--- src/rtl/pipe_control_unit_if.sv ---
// rtl/pipe_control_unit_if.sv - decode-stage control bus between pipeline and pipe_control_unit
//
// Groups the decode-stage inputs and the registered control outputs of
// pipe_control_unit. The master drives the decode word, the slave (the
// control unit) returns the stage control words.
//   instr_valid, opcode, rs1, rs2 : word currently in decode
//   ex_mem_read, ex_rd            : EX-stage load indication and destination
//   flush                         : kill the word in decode
//   ex_sig, mem_sig, wb_sig       : registered stage control words
//   stall                         : combinational hold of PC and IF/ID
//   illegal                       : previous decoded word had an undefined opcode
//   stall_count                   : saturating count of hazard stall cycles
interface pipe_control_unit_if #(
    parameter int OPCODE_W = 6,
    parameter int ALUOP_W  = 4,
    parameter int REG_W    = 3,
    parameter int CNT_W    = 16
);
    logic                 instr_valid;
    logic [OPCODE_W-1:0]  opcode;
    logic [REG_W-1:0]     rs1;
    logic [REG_W-1:0]     rs2;
    logic                 ex_mem_read;
    logic [REG_W-1:0]     ex_rd;
    logic                 flush;
    logic [ALUOP_W+1:0]   ex_sig;
    logic [3:0]           mem_sig;
    logic [2:0]           wb_sig;
    logic                 stall;
    logic                 illegal;
    logic [CNT_W-1:0]     stall_count;

    modport master (
        output instr_valid, opcode, rs1, rs2, ex_mem_read, ex_rd, flush,
        input  ex_sig, mem_sig, wb_sig, stall, illegal, stall_count
    );

    modport slave (
        input  instr_valid, opcode, rs1, rs2, ex_mem_read, ex_rd, flush,
        output ex_sig, mem_sig, wb_sig, stall, illegal, stall_count
    );
endinterface

--- src/rtl/pipe_control_unit.sv ---
// rtl/pipe_control_unit.sv - decode control unit with load-use hazard stall and two-word LDM
//
// Decodes the word in decode into registered EX/MEM/WB control words.
// LDM is a two-word instruction: the first word emits a bubble and the
// next valid word (the immediate) emits the LDM control word without decode.
// Optional load-use hazard detection is enabled by the macro
// CU_HAZARD_DETECT_EN; without it stall and stall_count are tied to 0.
// Ports:
//   clk   : clock, rising edge
//   rst_n : asynchronous active-low reset
//   bus   : pipe_control_unit_if slave modport (decode inputs, control outputs)
module pipe_control_unit #(
    parameter int OPCODE_W = 6,
    parameter int ALUOP_W  = 4,
    parameter int REG_W    = 3,
    parameter int CNT_W    = 16
) (
    input  logic             clk,
    input  logic             rst_n,
    pipe_control_unit_if.slave bus
);
    typedef enum logic {S_RUN, S_IMM} state_t;

    // Full-width constants so that any set upper opcode bit fails the match.
    localparam logic [OPCODE_W-1:0] OP_NOP = OPCODE_W'(6'b000101);
    localparam logic [OPCODE_W-1:0] OP_NOT = OPCODE_W'(6'b000100);
    localparam logic [OPCODE_W-1:0] OP_ADD = OPCODE_W'(6'b000011);
    localparam logic [OPCODE_W-1:0] OP_LDD = OPCODE_W'(6'b000001);
    localparam logic [OPCODE_W-1:0] OP_STD = OPCODE_W'(6'b000010);
    localparam logic [OPCODE_W-1:0] OP_LDM = OPCODE_W'(6'b000110);

    state_t state, state_nxt;

    logic is_nop, is_not, is_add, is_ldd, is_std, is_ldm;
    logic use_rs1, use_rs2;
    logic hazard;

    logic [ALUOP_W-1:0] nx_aluop;
    logic               nx_en;
    logic               nx_sham;
    logic [3:0]         nx_mem;
    logic [2:0]         nx_wb;
    logic               nx_illegal;

    logic [ALUOP_W+1:0] ex_q;
    logic [3:0]         mem_q;
    logic [2:0]         wb_q;
    logic               illegal_q;

    assign is_nop = (bus.opcode == OP_NOP);
    assign is_not = (bus.opcode == OP_NOT);
    assign is_add = (bus.opcode == OP_ADD);
    assign is_ldd = (bus.opcode == OP_LDD);
    assign is_std = (bus.opcode == OP_STD);
    assign is_ldm = (bus.opcode == OP_LDM);

    assign use_rs1 = is_not | is_add | is_ldd | is_std;
    assign use_rs2 = is_add | is_std;

`ifdef CU_HAZARD_DETECT_EN
    // Load-use hazard is only meaningful for a decoded word, so the immediate
    // half of LDM and a flushed word never stall.
    assign hazard = (state == S_RUN) && !bus.flush && bus.instr_valid && bus.ex_mem_read
                    && ((use_rs1 && (bus.ex_rd == bus.rs1)) || (use_rs2 && (bus.ex_rd == bus.rs2)));
`else
    assign hazard = 1'b0;
`endif

    assign bus.stall = hazard;

    // State register
    always_ff @(posedge clk or negedge rst_n) begin
        if (!rst_n) begin
            state <= S_RUN;
        end else begin
            state <= state_nxt;
        end
    end

    // Next-state logic: flush aborts a pending immediate; an invalid or
    // stalled cycle leaves the state untouched.
    always_comb begin
        state_nxt = state;
        if (bus.flush) begin
            state_nxt = S_RUN;
        end else if (bus.instr_valid && !hazard) begin
            if (state == S_IMM) begin
                state_nxt = S_RUN;
            end else if (is_ldm) begin
                state_nxt = S_IMM;
            end
        end
    end

    // Output logic: control word for the next cycle, defaulting to the bubble
    // (NOP encoding) for flush, invalid, stalled, LDM-first and undefined words.
    always_comb begin
        nx_aluop   = '0;
        nx_en      = 1'b1;
        nx_sham    = 1'b0;
        nx_mem     = 4'b0000;
        nx_wb      = 3'b011;
        nx_illegal = 1'b0;
        if (!bus.flush && bus.instr_valid && !hazard) begin
            if (state == S_IMM) begin
                nx_en = 1'b0;
                nx_wb = 3'b110;
            end else if (is_not) begin
                nx_aluop = ALUOP_W'(1);
                nx_wb    = 3'b101;
            end else if (is_add) begin
                nx_aluop = ALUOP_W'(2);
                nx_wb    = 3'b101;
            end else if (is_ldd) begin
                nx_en  = 1'b0;
                nx_mem = 4'b1000;
                nx_wb  = 3'b100;
            end else if (is_std) begin
                nx_en  = 1'b0;
                nx_mem = 4'b0110;
                nx_wb  = 3'b011;
            end else if (!is_nop && !is_ldm) begin
                nx_illegal = 1'b1;
            end
        end
    end

    always_ff @(posedge clk or negedge rst_n) begin
        if (!rst_n) begin
            ex_q      <= {{ALUOP_W{1'b0}}, 1'b1, 1'b0};
            mem_q     <= 4'b0000;
            wb_q      <= 3'b011;
            illegal_q <= 1'b0;
        end else begin
            ex_q      <= {nx_aluop, nx_en, nx_sham};
            mem_q     <= nx_mem;
            wb_q      <= nx_wb;
            illegal_q <= nx_illegal;
        end
    end

    assign bus.ex_sig  = ex_q;
    assign bus.mem_sig = mem_q;
    assign bus.wb_sig  = wb_q;
    assign bus.illegal = illegal_q;

`ifdef CU_HAZARD_DETECT_EN
    logic [CNT_W-1:0] cnt_q;

    always_ff @(posedge clk or negedge rst_n) begin
        if (!rst_n) begin
            cnt_q <= '0;
        end else if (hazard && (cnt_q != {CNT_W{1'b1}})) begin
            cnt_q <= cnt_q + CNT_W'(1);
        end
    end

    assign bus.stall_count = cnt_q;
`else
    assign bus.stall_count = '0;
`endif
endmodule

--- src/flat_wrapper.sv ---
// flat-port wrapper written by rule: the top's interface ports become plain ports
module pipe_control_unit_flat 
#(
    parameter int OPCODE_W = 6,
    parameter int ALUOP_W  = 4,
    parameter int REG_W    = 3,
    parameter int CNT_W    = 16
)
  (clk, rst_n, bus_instr_valid, bus_opcode, bus_rs1, bus_rs2, bus_ex_mem_read, bus_ex_rd, bus_flush, bus_ex_sig, bus_mem_sig, bus_wb_sig, bus_stall, bus_illegal, bus_stall_count);
  pipe_control_unit_if #(.OPCODE_W(OPCODE_W), .ALUOP_W(ALUOP_W), .REG_W(REG_W), .CNT_W(CNT_W)) bus_i ();
  input  logic clk;
  input  logic rst_n;
  input wire logic [$bits(bus_i.instr_valid)-1:0] bus_instr_valid;
  input wire logic [$bits(bus_i.opcode)-1:0] bus_opcode;
  input wire logic [$bits(bus_i.rs1)-1:0] bus_rs1;
  input wire logic [$bits(bus_i.rs2)-1:0] bus_rs2;
  input wire logic [$bits(bus_i.ex_mem_read)-1:0] bus_ex_mem_read;
  input wire logic [$bits(bus_i.ex_rd)-1:0] bus_ex_rd;
  input wire logic [$bits(bus_i.flush)-1:0] bus_flush;
  output wire logic [$bits(bus_i.ex_sig)-1:0] bus_ex_sig;
  output wire logic [$bits(bus_i.mem_sig)-1:0] bus_mem_sig;
  output wire logic [$bits(bus_i.wb_sig)-1:0] bus_wb_sig;
  output wire logic [$bits(bus_i.stall)-1:0] bus_stall;
  output wire logic [$bits(bus_i.illegal)-1:0] bus_illegal;
  output wire logic [$bits(bus_i.stall_count)-1:0] bus_stall_count;
  assign bus_i.instr_valid = bus_instr_valid;
  assign bus_i.opcode = bus_opcode;
  assign bus_i.rs1 = bus_rs1;
  assign bus_i.rs2 = bus_rs2;
  assign bus_i.ex_mem_read = bus_ex_mem_read;
  assign bus_i.ex_rd = bus_ex_rd;
  assign bus_i.flush = bus_flush;
  assign bus_ex_sig = bus_i.ex_sig;
  assign bus_mem_sig = bus_i.mem_sig;
  assign bus_wb_sig = bus_i.wb_sig;
  assign bus_stall = bus_i.stall;
  assign bus_illegal = bus_i.illegal;
  assign bus_stall_count = bus_i.stall_count;
  pipe_control_unit #(.OPCODE_W(OPCODE_W), .ALUOP_W(ALUOP_W), .REG_W(REG_W), .CNT_W(CNT_W)) u_core (.clk(clk), .rst_n(rst_n), .bus(bus_i));
endmodule
--- config.mk ---
export PLATFORM = sky130hd
export DESIGN_NAME = pipe_control_unit_flat
export DESIGN_NICKNAME = d
export VERILOG_FILES = /design/src/rtl/pipe_control_unit_if.sv /design/src/rtl/pipe_control_unit.sv /design/src/flat_wrapper.sv
export SDC_FILE = /design/constraint.sdc
export NUM_CORES = 1
export LEC_CHECK = 0
export CORE_UTILIZATION = 31
export CTS_CLUSTER_DIAMETER = 80
export DETAILED_ROUTE_END_ITERATION = 7
export PLACE_DENSITY = 0.77
export SETUP_SLACK_MARGIN = 0.3
export SYNTH_ARGS = -nofsm -noshare
export SYNTH_HDL_FRONTEND = slang
export SYNTH_SLANG_ARGS = --single-unit
--- constraint.sdc ---
create_clock -name clk -period 1.05 [get_ports clk]
set_input_delay 0.21 -clock clk [delete_from_list [all_inputs] [get_ports clk]]
set_output_delay 0.21 -clock clk [all_outputs]
set_load 0.05 [all_outputs]
Word-level counts from Yosys, hierarchy flattened
Index checks and enable logic that the tools add are counted.
{"block": "word_totals", "mem_bits_ro": 0, "output_inout_bits": 31, "ff_bits": 14, "latchBits": 0, "mem_count": 0, "ram_bits": 0}
{"block": "classes", "div": 0, "muxes": 32, "n_eq_ne": 6, "addsub": 0, "bitwise": 0, "reduce_logical": 6, "n_mul": 0, "order_cmp": 0, "n_shift": 0}
{"cell": "2-to-1 mux 4 bit", "count": 8}
{"cell": "equality test 6 x 3 -> 1 bit, second input constant", "count": 3}
{"cell": "2-to-1 mux 3 bit", "count": 6}
{"cell": "2-to-1 mux 1 bit", "count": 17}
{"cell": "equality test 6 x 2 -> 1 bit, second input constant", "count": 2}
{"cell": "equality test 6 x 1 -> 1 bit, second input constant", "count": 1}
{"cell": "logical NOT 1 bit", "count": 3}
{"cell": "logical AND 1 bit", "count": 2}
{"cell": "2-to-1 mux 2 bit", "count": 1}
{"cell": "nonzero test 2 bit", "count": 1}

Longest topological paths before layout
Gate-level depths: netlist of run 1.
{"block": "depth", "depth_word": 10, "mapped_depth": 3}

Least setup slack after synthesis of run 1
No wires, ideal clock.
{"block": "synth_path", "path_kind": "register to output", "start": "reg u_core.mem_q[2] (netlist: u_core.bus.mem_sig[2])", "end": "out bus_mem_sig[2]", "path_stages_with_launch": 2, "t_required_ns": 0.840, "arrival_time_ns": 0.886, "slack_ns": -0.046, "cell_sequence": "dfrtp_1 > buf_4"}
{"element": "start, declared", "line_no": "pipe_control_unit.sv:46", "rtl": "logic [3:0] mem_q;"}
{"element": "start signal, assigned", "line_no": "pipe_control_unit.sv:136", "rtl": "mem_q <= nx_mem;"}
{"element": "end, declared", "line_no": "flat_wrapper.sv:21", "rtl": "output wire logic [$bits(bus_i.mem_sig)-1:0] bus_mem_sig;"}
No word-level cell between the ends.

Worst setup path after layout of run 1
{"block": "layout_path", "start": "reg u_core.wb_q[0] (netlist: u_core.bus.wb_sig[0])", "end": "out bus_wb_sig[0]"}
{"element": "start, declared", "line_no": "pipe_control_unit.sv:47", "rtl": "logic [2:0] wb_q;"}
{"element": "start signal, assigned", "line_no": "pipe_control_unit.sv:137", "rtl": "wb_q <= nx_wb;"}
{"element": "end, declared", "line_no": "flat_wrapper.sv:22", "rtl": "output wire logic [$bits(bus_i.wb_sig)-1:0] bus_wb_sig;"}
No word-level cell between the ends.

==> results of run 1 <==
==> synth_stat cells <==
master	number
sky130_fd_sc_hd__nand4_1	1
sky130_fd_sc_hd__a31oi_1	1
sky130_fd_sc_hd__nand3_1	2
sky130_fd_sc_hd__nor4_2	1
sky130_fd_sc_hd__o32ai_1	1
sky130_fd_sc_hd__or3_4	1
sky130_fd_sc_hd__a211oi_2	1
sky130_fd_sc_hd__or3_1	1
sky130_fd_sc_hd__inv_1	1
sky130_fd_sc_hd__a22o_1	1
sky130_fd_sc_hd__nand3b_1	1
sky130_fd_sc_hd__nor2_1	3
sky130_fd_sc_hd__conb_1	1
sky130_fd_sc_hd__and2_1	1
sky130_fd_sc_hd__dfrtp_1	7
sky130_fd_sc_hd__buf_4	22
sky130_fd_sc_hd__o21ai_1	3
sky130_fd_sc_hd__nor2b_1	1
sky130_fd_sc_hd__nand2b_1	4
sky130_fd_sc_hd__nor3_1	1
sky130_fd_sc_hd__nand2_1	2
sky130_fd_sc_hd__nor3b_1	1
sky130_fd_sc_hd__dfstp_2	3
sky130_fd_sc_hd__nor3_2	1
==> report_power, final <==
| part | internal [mW] | switching, mW | total (mW) |
|---|---|---|---|
| sequential | 0.391 | 0.00345 | 0.394 |
| combinational | 0.0935 | 0.250 | 0.343 |
| clock | 0.146 | 0.118 | 0.264 |
| total | 0.630 | 0.371 | 1.00 |
==> area by class of cell <==
| cell class | count | area (µm²) |
|---|---|---|
| inverters | 1 | 8.76 |
| clock buffers | 4 | 26.3 |
| multi-input cells | 49 | 348 |
| repair buffers | 34 | 394 |
| flip-flops and latches | 10 | 262 |
| well taps | 25 | 31.3 |
| fillers | 136 | 713 |
==> cells by family after synthesis <==
family	count (synthesis)	share of synthesized area
DFF	10	0.416
AOI/OAI and AO/OA	7	0.0840
other	1	0.00614
and+or+nand+nor	21	0.217
buffers and inverters	23	0.277
==> cells in the final DEF, fill, tap and decap left out <==
cell type	count
sky130_fd_sc_hd__dfrtp_2	6
sky130_fd_sc_hd__nand2b_4	2
sky130_fd_sc_hd__dlygate4sd2_1	3
sky130_fd_sc_hd__nor4_2	1
sky130_fd_sc_hd__nand3b_1	1
sky130_fd_sc_hd__buf_4	13
sky130_fd_sc_hd__nand2b_1	2
sky130_fd_sc_hd__or3_1	1
sky130_fd_sc_hd__and2_1	1
sky130_fd_sc_hd__nand4_1	1
sky130_fd_sc_hd__nor2_1	3
sky130_fd_sc_hd__clkdlybuf4s50_1	1
sky130_fd_sc_hd__o21ai_2	3
sky130_fd_sc_hd__buf_2	3
sky130_fd_sc_hd__nand3_1	1
sky130_fd_sc_hd__conb_1	21
sky130_fd_sc_hd__o32ai_2	1
sky130_fd_sc_hd__or3_4	1
sky130_fd_sc_hd__nand2_1	1
sky130_fd_sc_hd__clkbuf_1	1
sky130_fd_sc_hd__clkbuf_4	3
sky130_fd_sc_hd__nor2b_4	1
sky130_fd_sc_hd__nor3_4	1
sky130_fd_sc_hd__a31oi_4	1
sky130_fd_sc_hd__nor3_2	1
sky130_fd_sc_hd__clkdlybuf4s15_2	1
sky130_fd_sc_hd__dfstp_2	3
sky130_fd_sc_hd__nor3b_2	1
sky130_fd_sc_hd__inv_6	1
sky130_fd_sc_hd__buf_6	3
sky130_fd_sc_hd__nand2_4	1
sky130_fd_sc_hd__nand3_2	1
sky130_fd_sc_hd__dfrtp_1	1
sky130_fd_sc_hd__a22o_1	1
sky130_fd_sc_hd__a211oi_2	1
sky130_fd_sc_hd__buf_12	10
==> flip-flops by register name, indices dropped and copies added, names as in the netlist <==
signal	count
u_core.bus.ex_sig	3
u_core.bus.wb_sig	3
u_core.bus.mem_sig	2
u_core.bus.illegal	1
u_core.state	1
==> final timing paths <==
kind | start | to | slack, ns | cells past startpoint
max | u_core.bus.wb_sig[0] | bus_wb_sig[0] | -0.09 | 1
min | bus_opcode[3] | u_core.bus.wb_sig[1] | 0.22 | 3
max reg2reg | u_core.state | u_core.bus.mem_sig[2] | 0.05 | 3
min reg2reg | u_core.state | u_core.bus.wb_sig[0] | 0.64 | 3
max in group asynchronous | rst_n | u_core.bus.wb_sig[1] | 0.57 | 2
min in group asynchronous | rst_n | u_core.bus.ex_sig[3] | 0.25 | 2
==> metal layers <==
metal	routed length, µm	vias up	GRT usage
met4	4	0	0.0706
met3	110	2	0.0235
met2	788	33	0.278
met1	414	241	0.120
met5	0	-	0
li1	-	240	-
==> stage by stage <==
stage | instances | setup TNS (ns) | hold WS (ns)
after floorplan | 82 | 0 | -0.0856
after detailed placement | 116 | -3.51 | 0.527
after CTS | 123 | -0.326 | 0.213
final | 123 | -0.282 | 0.221
after global placement | 116 | -3.12 | 0.510
after global routing | 123 | -0.471 | 0.216
==> repair_timing <==
action,in CTS,in global routing
setup endpoints to repair,20,20
resized for setup,37,2
pin swaps,6,2
hold buffers,0,0
setup buffers,3,0
==> impl_results.html, run 1 <==
<table>
<tr><th>Metric</th><th>Value</th></tr>
<tr><th colspan="2">GRT</th></tr>
<tr><td>Pin count of the biggest net entering global routing</td><td>11</td></tr>
<tr><td>Via count of the first global-routing pass</td><td>480</td></tr>
<tr><td>Gr usage total</td><td>0.136</td></tr>
<tr><td>GRT overflow</td><td>0</td></tr>
<tr><td>Global-route wire length before repair</td><td>1.98 mm</td></tr>
<tr><td>Antenna violations before repair</td><td>0</td></tr>
<tr><th colspan="2">Layout</th></tr>
<tr><td>Final net count</td><td>119</td></tr>
<tr><td>Antenna diode instance count</td><td>0</td></tr>
<tr><td>Post-Layout Inst Area</td><td>0.00107 mm²</td></tr>
<tr><td>Layout cell share with drive strength beyond 1</td><td>0.602</td></tr>
<tr><td>Synth-to-Final Area Change</td><td>75.2%</td></tr>
<tr><td>Final cell utilization of the core</td><td>0.600</td></tr>
<tr><th colspan="2">Timing</th></tr>
<tr><td>Fmax</td><td>875 MHz</td></tr>
<tr><td>Final-report max-slew violation count</td><td>0</td></tr>
<tr><td>Final period util</td><td>1.09</td></tr>
<tr><td>Clock Skews</td><td>0.00886 ns</td></tr>
<tr><td>RSZ-0062 raised after global routing</td><td>true</td></tr>
<tr><td>PnR worst setup slack</td><td>-0.0926 ns</td></tr>
<tr><td>Final number of hold-violating endpoints</td><td>0</td></tr>
<tr><td>Setup-violating endpoint count in the final report</td><td>5</td></tr>
<tr><td>Post-layout minimum cycle time</td><td>1.14 ns</td></tr>
<tr><th colspan="2">Drt</th></tr>
<tr><td>Wire length per cell</td><td>10.7 µm</td></tr>
<tr><td>Average vias per placed instance</td><td>4.20</td></tr>
<tr><td>Number of nets with antenna violations after detailed routing</td><td>0</td></tr>
<tr><td>Routed wire length</td><td>1.32 mm</td></tr>
<tr><td>First-pass iteration count of the detailed router</td><td>2</td></tr>
<tr><td>Detailed router's first-iteration violation count</td><td>1</td></tr>
<tr><td>Drc violations</td><td>0</td></tr>
<tr><td>Routed via count</td><td>516</td></tr>
<tr><th colspan="2">Worst setup path</th></tr>
<tr><td>Kind of critical path</td><td>register to output pin</td></tr>
<tr><td>Maximum fanout along the worst path</td><td>1</td></tr>
<tr><td>Type of element launching the critical path</td><td>register</td></tr>
<tr><td>Required time worst endpoint</td><td>0.84 ns</td></tr>
<tr><td>Slowest cell on the critical path</td><td>sky130_fd_sc_hd__dfstp_2</td></tr>
<tr><td>Top delay family on crit path</td><td>flip-flops</td></tr>
<tr><td>Arrival time at the worst endpoint</td><td>0.93 ns</td></tr>
<tr><td>Number of buffer and inverter instances along the worst setup path</td><td>1</td></tr>
<tr><td>CP cell instances</td><td>buf_12</td></tr>
<tr><td>CP Capture Type</td><td>output pin</td></tr>
<tr><td>Delay of the slowest cell on the worst path</td><td>0.54 ns</td></tr>
<tr><th colspan="2">Worst hold path</th></tr>
<tr><td>Tightest Hold Check Type</td><td>input port to register</td></tr>
<tr><th colspan="2">Yosys</th></tr>
<tr><td>Part of the Yosys area used for sequential elements</td><td>0.416</td></tr>
<tr><td>Synth unique cells</td><td>24</td></tr>
<tr><td>Synthesized area divided by synthesized cell count</td><td>9.85 µm²</td></tr>
<tr><td>Flip-flop and latch count after synthesis</td><td>10</td></tr>
<tr><td>Netlist Area Pre-Place</td><td>611 µm²</td></tr>
<tr><td>Synth area leaders</td><td>sky130_fd_sc_hd__dfrtp_1 29%, sky130_fd_sc_hd__buf_4 27%, sky130_fd_sc_hd__dfstp_2 13%, sky130_fd_sc_hd__nand2b_1 4.1%, sky130_fd_sc_hd__o21ai_1 2.5%</td></tr>
<tr><td>Gate count after technology mapping</td><td>62</td></tr>
<tr><td>Count of synthesis-stage warnings from yosys</td><td>0</td></tr>
<tr><td>Biggest area consumer among synthesized cells</td><td>sky130_fd_sc_hd__dfrtp_1</td></tr>
<tr><td>Share of the synthesized area in the top cell type</td><td>0.287</td></tr>
<tr><th colspan="2">CTS</th></tr>
<tr><td>Worst-skew pair later-pin latency</td><td>0.26 ns</td></tr>
<tr><td>Clock tree from TritonCTS</td><td>built</td></tr>
<tr><td>Root cell of the clock tree</td><td>sky130_fd_sc_hd__clkbuf_4</td></tr>
<tr><td>Clock tree sinks</td><td>10</td></tr>
<tr><td>Clock Path Buffers</td><td>2</td></tr>
<tr><td>H-Tree Level Count</td><td>1</td></tr>
<tr><td>Reg clk slew, reported paths</td><td>0.07 ns</td></tr>
<tr><td>Total CTS buffers</td><td>3</td></tr>
<tr><th colspan="2">Die</th></tr>
<tr><td>Row count</td><td>15</td></tr>
<tr><td>DIE AREA</td><td>0.00215 mm²</td></tr>
<tr><td>Chip Width</td><td>46.4 µm</td></tr>
<tr><td>Overall die height</td><td>46.4 µm</td></tr>
<tr><td>Starting density of the core</td><td>0.342</td></tr>
<tr><td>Core Box Area</td><td>0.00178 mm²</td></tr>
<tr><td>Number of ports placed on the die boundary</td><td>51</td></tr>
<tr><th colspan="2">Pwr</th></tr>
<tr><td>Power density over the cells</td><td>936 mW/mm²</td></tr>
<tr><td>Power Total</td><td>1.00 mW</td></tr>
<tr><td>Total leakage power</td><td>0.480 nW</td></tr>
<tr><td>Worst vdd rail ir drop</td><td>386 µV</td></tr>
<tr><th colspan="2">Outcome</th></tr>
<tr><td>Violated checks</td><td>setup timing</td></tr>
<tr><td>Run status</td><td>finished, violations left</td></tr>
<tr><th colspan="2">Placement</th></tr>
<tr><td>Cell area after placement</td><td>965 µm²</td></tr>
<tr><td>Quantity of I/O buffers inserted on ports</td><td>19</td></tr>
<tr><td>Setup slack at placement</td><td>-0.430 ns</td></tr>
<tr><td>DP HPWL</td><td>997 µm</td></tr>
<tr><td>Routability cong.</td><td>0.757</td></tr>
<tr><th colspan="2">Flow run</th></tr>
<tr><td>Max capacitance violation total</td><td>0</td></tr>
</table>
Note: power is estimated with default switching activity, not from simulation.
==> run 2, diff against run 1 <==
Settings changed: CORE_ASPECT_RATIO set to 1.1.
==> impl_results.html, run 2 (synthesized netlist as in run 1, its figures left out) <==
<table>
<tr><th>Metric</th><th>Value</th></tr>
<tr><th colspan="2">Die</th></tr>
<tr><td>Number of ports placed on the die boundary</td><td>51 (unchanged)</td></tr>
<tr><td>DIE AREA</td><td>0.00215 mm² (about the same)</td></tr>
<tr><td>Starting density of the core</td><td>0.335 (was 0.342)</td></tr>
<tr><td>Chip Width</td><td>44.3 µm (was 46.4 µm)</td></tr>
<tr><td>Row count</td><td>16 (was 15)</td></tr>
<tr><td>Core Box Area</td><td>0.00182 mm² (was 0.00178 mm²)</td></tr>
<tr><td>Overall die height</td><td>48.5 µm (was 46.4 µm)</td></tr>
<tr><th colspan="2">Pwr</th></tr>
<tr><td>Combinational Power Share</td><td>0.328 (was 0.343)</td></tr>
<tr><td>Power Total</td><td>1.09 mW (was 1.00 mW)</td></tr>
<tr><td>Switch Pwr</td><td>391 µW (was 371 µW)</td></tr>
<tr><td>Total leakage power</td><td>0.510 nW (was 0.480 nW)</td></tr>
<tr><td>Clock Power Share</td><td>0.311 (was 0.263)</td></tr>
<tr><td>Power density over the cells</td><td>976 mW/mm² (was 936 mW/mm²)</td></tr>
<tr><td>Worst vdd rail ir drop</td><td>448 µV (was 386 µV)</td></tr>
<tr><td>Sequential fraction of design power</td><td>0.361 (was 0.394)</td></tr>
<tr><td>Switching share of power</td><td>0.358 (was 0.370)</td></tr>
<tr><td>Cell internal power dissipation</td><td>701 µW (was 630 µW)</td></tr>
<tr><th colspan="2">Layout</th></tr>
<tr><td>Antenna diode instance count</td><td>0 (unchanged)</td></tr>
<tr><td>Final net count</td><td>122 (was 119)</td></tr>
<tr><td>Layout cell share with drive strength beyond 1</td><td>0.624 (was 0.602)</td></tr>
<tr><td>Number of filler cells placed in the layout</td><td>152 (was 136)</td></tr>
<tr><td>Leading cell types in the layout, fill and taps excluded</td><td>21 x sky130_fd_sc_hd__conb_1, 15 x sky130_fd_sc_hd__buf_4, 10 x sky130_fd_sc_hd__buf_12, 6 x sky130_fd_sc_hd__dfrtp_2 (was 21 x sky130_fd_sc_hd__conb_1, 13 x sky130_fd_sc_hd__buf_4, 10 x sky130_fd_sc_hd__buf_12, 6 x sky130_fd_sc_hd__dfrtp_2)</td></tr>
<tr><td>Leading cell type in the layout, fill and taps excluded</td><td>sky130_fd_sc_hd__conb_1 (unchanged)</td></tr>
<tr><td>Synth-to-Final Area Change</td><td>83.2% (was 75.2%)</td></tr>
<tr><th colspan="2">Worst setup path</th></tr>
<tr><td>Kind of critical path</td><td>register to output pin (unchanged)</td></tr>
<tr><td>Arrival time at the worst endpoint</td><td>0.96 ns (was 0.93 ns)</td></tr>
<tr><td>Required time worst endpoint</td><td>0.84 ns (about the same)</td></tr>
<tr><td>Maximum fanout along the worst path</td><td>1 (unchanged)</td></tr>
<tr><td>CP Capture Type</td><td>output pin (unchanged)</td></tr>
<tr><td>Delay of the slowest cell on the worst path</td><td>0.56 ns (was 0.54 ns)</td></tr>
<tr><td>Type of element launching the critical path</td><td>register (unchanged)</td></tr>
<tr><td>CP cell instances</td><td>buf_12 (unchanged)</td></tr>
<tr><td>Slowest cell on the critical path</td><td>sky130_fd_sc_hd__dfstp_2 (unchanged)</td></tr>
<tr><td>Top delay family on crit path</td><td>flip-flops (unchanged)</td></tr>
<tr><td>Number of buffer and inverter instances along the worst setup path</td><td>1 (unchanged)</td></tr>
<tr><th colspan="2">Timing</th></tr>
<tr><td>Smallest hold slack</td><td>0.252 ns (was 0.221 ns)</td></tr>
<tr><td>Final-report max-slew violation count</td><td>0 (unchanged)</td></tr>
<tr><td>RSZ-0062 raised after global routing</td><td>true (unchanged)</td></tr>
<tr><td>Clock Skews</td><td>0.000228 ns (was 0.00886 ns)</td></tr>
<tr><td>Post-layout minimum cycle time</td><td>1.17 ns (was 1.14 ns)</td></tr>
<tr><td>Fmax</td><td>857 MHz (was 875 MHz)</td></tr>
<tr><td>Final period util</td><td>1.11 (was 1.09)</td></tr>
<tr><td>Final number of hold-violating endpoints</td><td>0 (unchanged)</td></tr>
<tr><td>PnR worst setup slack</td><td>-0.116 ns (was -0.0926 ns)</td></tr>
<tr><td>Setup-violating endpoint count in the final report</td><td>5 (unchanged)</td></tr>
<tr><th colspan="2">Drt</th></tr>
<tr><td>Detailed router's first-iteration violation count</td><td>6 (was 1)</td></tr>
<tr><td>Wire length per cell</td><td>10.6 µm (was 10.7 µm)</td></tr>
<tr><td>Average vias per placed instance</td><td>4.23 (was 4.20)</td></tr>
<tr><td>Number of nets with antenna violations after detailed routing</td><td>0 (unchanged)</td></tr>
<tr><td>Routed via count</td><td>541 (was 516)</td></tr>
<tr><td>First-pass iteration count of the detailed router</td><td>5 (was 2)</td></tr>
<tr><td>Routed wire length</td><td>1.36 mm (was 1.32 mm)</td></tr>
<tr><td>Drc violations</td><td>0 (unchanged)</td></tr>
<tr><th colspan="2">GRT</th></tr>
<tr><td>Gr usage total</td><td>0.132 (was 0.136)</td></tr>
<tr><td>Via count of the first global-routing pass</td><td>496 (was 480)</td></tr>
<tr><td>Pin count of the biggest net entering global routing</td><td>11 (unchanged)</td></tr>
<tr><td>GRT overflow</td><td>0 (unchanged)</td></tr>
<tr><td>Antenna violations before repair</td><td>0 (unchanged)</td></tr>
<tr><td>Global-route wire length before repair</td><td>2.08 mm (was 1.98 mm)</td></tr>
<tr><th colspan="2">Worst hold path</th></tr>
<tr><td>Tightest Hold Check Type</td><td>input port to async pin (was input port to register)</td></tr>
<tr><th colspan="2">Placement</th></tr>
<tr><td>Routability cong.</td><td>0.810 (was 0.757)</td></tr>
<tr><td>Quantity of I/O buffers inserted on ports</td><td>19 (unchanged)</td></tr>
<tr><td>DP HPWL</td><td>970 µm (was 997 µm)</td></tr>
<tr><th colspan="2">CTS</th></tr>
<tr><td>Root cell of the clock tree</td><td>sky130_fd_sc_hd__clkbuf_4 (unchanged)</td></tr>
<tr><td>Clock Path Buffers</td><td>2 (unchanged)</td></tr>
<tr><td>Total CTS buffers</td><td>3 (unchanged)</td></tr>
<tr><td>Reg clk slew, reported paths</td><td>0.07 ns (about the same)</td></tr>
<tr><td>H-Tree Level Count</td><td>1 (unchanged)</td></tr>
<tr><td>Clock tree from TritonCTS</td><td>built (unchanged)</td></tr>
<tr><td>Worst-skew pair later-pin latency</td><td>0.26 ns (about the same)</td></tr>
<tr><td>Clock tree sinks</td><td>10 (unchanged)</td></tr>
<tr><th colspan="2">Outcome</th></tr>
<tr><td>Run status</td><td>finished, violations left (unchanged)</td></tr>
<tr><td>Violated checks</td><td>setup timing (unchanged)</td></tr>
<tr><th colspan="2">Flow run</th></tr>
<tr><td>Max capacitance violation total</td><td>0 (unchanged)</td></tr>
</table>
[run 2: cell types whose count changed in the layout (fill, tap and decap cells not counted), sizes merged]
cell | previous run | this run
clkbuf | 4 | 6
clkdlybuf4s15 | 1 | 0
buf | 29 | 31
[run 2: path summary, 6_finish.rpt]
kind                            slack (ns)  cells after the start                     to                  from
worst max-delay path                 -0.12                      1          bus_wb_sig[0]  u_core.bus.wb_sig[0]
worst min-delay path                  0.25                      1   u_core.bus.ex_sig[2]                 rst_n
worst max register to register        0.05                      3  u_core.bus.mem_sig[3]          u_core.state
worst min register to register        0.65                      3   u_core.bus.wb_sig[1]          u_core.state
max in group asynchronous             0.47                      1   u_core.bus.wb_sig[1]                 rst_n
min in group clk                      0.26                      3   u_core.bus.ex_sig[3]         bus_opcode[1]
[run 2: power by group through the flow]
stage               Combinational [mW]  Clock [mW]  Sequential, mW
floorplan                        0.260           0           0.413
global placement                 0.325           0           0.401
detailed placement               0.331           0           0.401
CTS                              0.343       0.347           0.394
global route                     0.373       0.364           0.394
finish                           0.357       0.340           0.394
[run 2: area by class of cell]
class,instances,area [µm²],area share
clock buffer,4,36.3,0.0324
multi-input combinational,49,370,0.331
inverter,1,8.76,0.00783
tap,27,33.8,0.0302
timing repair buffer,37,408,0.365
sequential,10,262,0.234
[run 2: what timing repair did]
action / CTS / global route
hold buffers: 0 / 0
setup buffers: 3 / 1
setup endpoints to repair: 20 / 20
endpoints found under the hold margin: 0 / 0
resized for setup: 34 / 8
pin swaps: 10 / 0
[run 2: routing by layer]
layer	vias up	global-route usage	wire [µm]
met1	250	0.135	424
met5	-	0	0
li1	246	-	-
met3	4	0.00746	103
met4	0	0.0909	41
met2	41	0.243	787
[run 2: stage by stage]
step / worst slack [ns] / std cells / util / area (µm²) / setup TNS [ns]
floorplan: 0.135 / 82 / - / 722 / 0
global placement: -0.325 / 120 / 0.539 / 982 / -2.96
detailed placement: -0.375 / 120 / 0.539 / 982 / -3.37
CTS: -0.125 / 127 / 0.600 / 1090 / -0.391
global route: -0.138 / 128 / 0.614 / 1120 / -0.560
finish: -0.116 / 128 / 0.614 / 1120 / -0.341
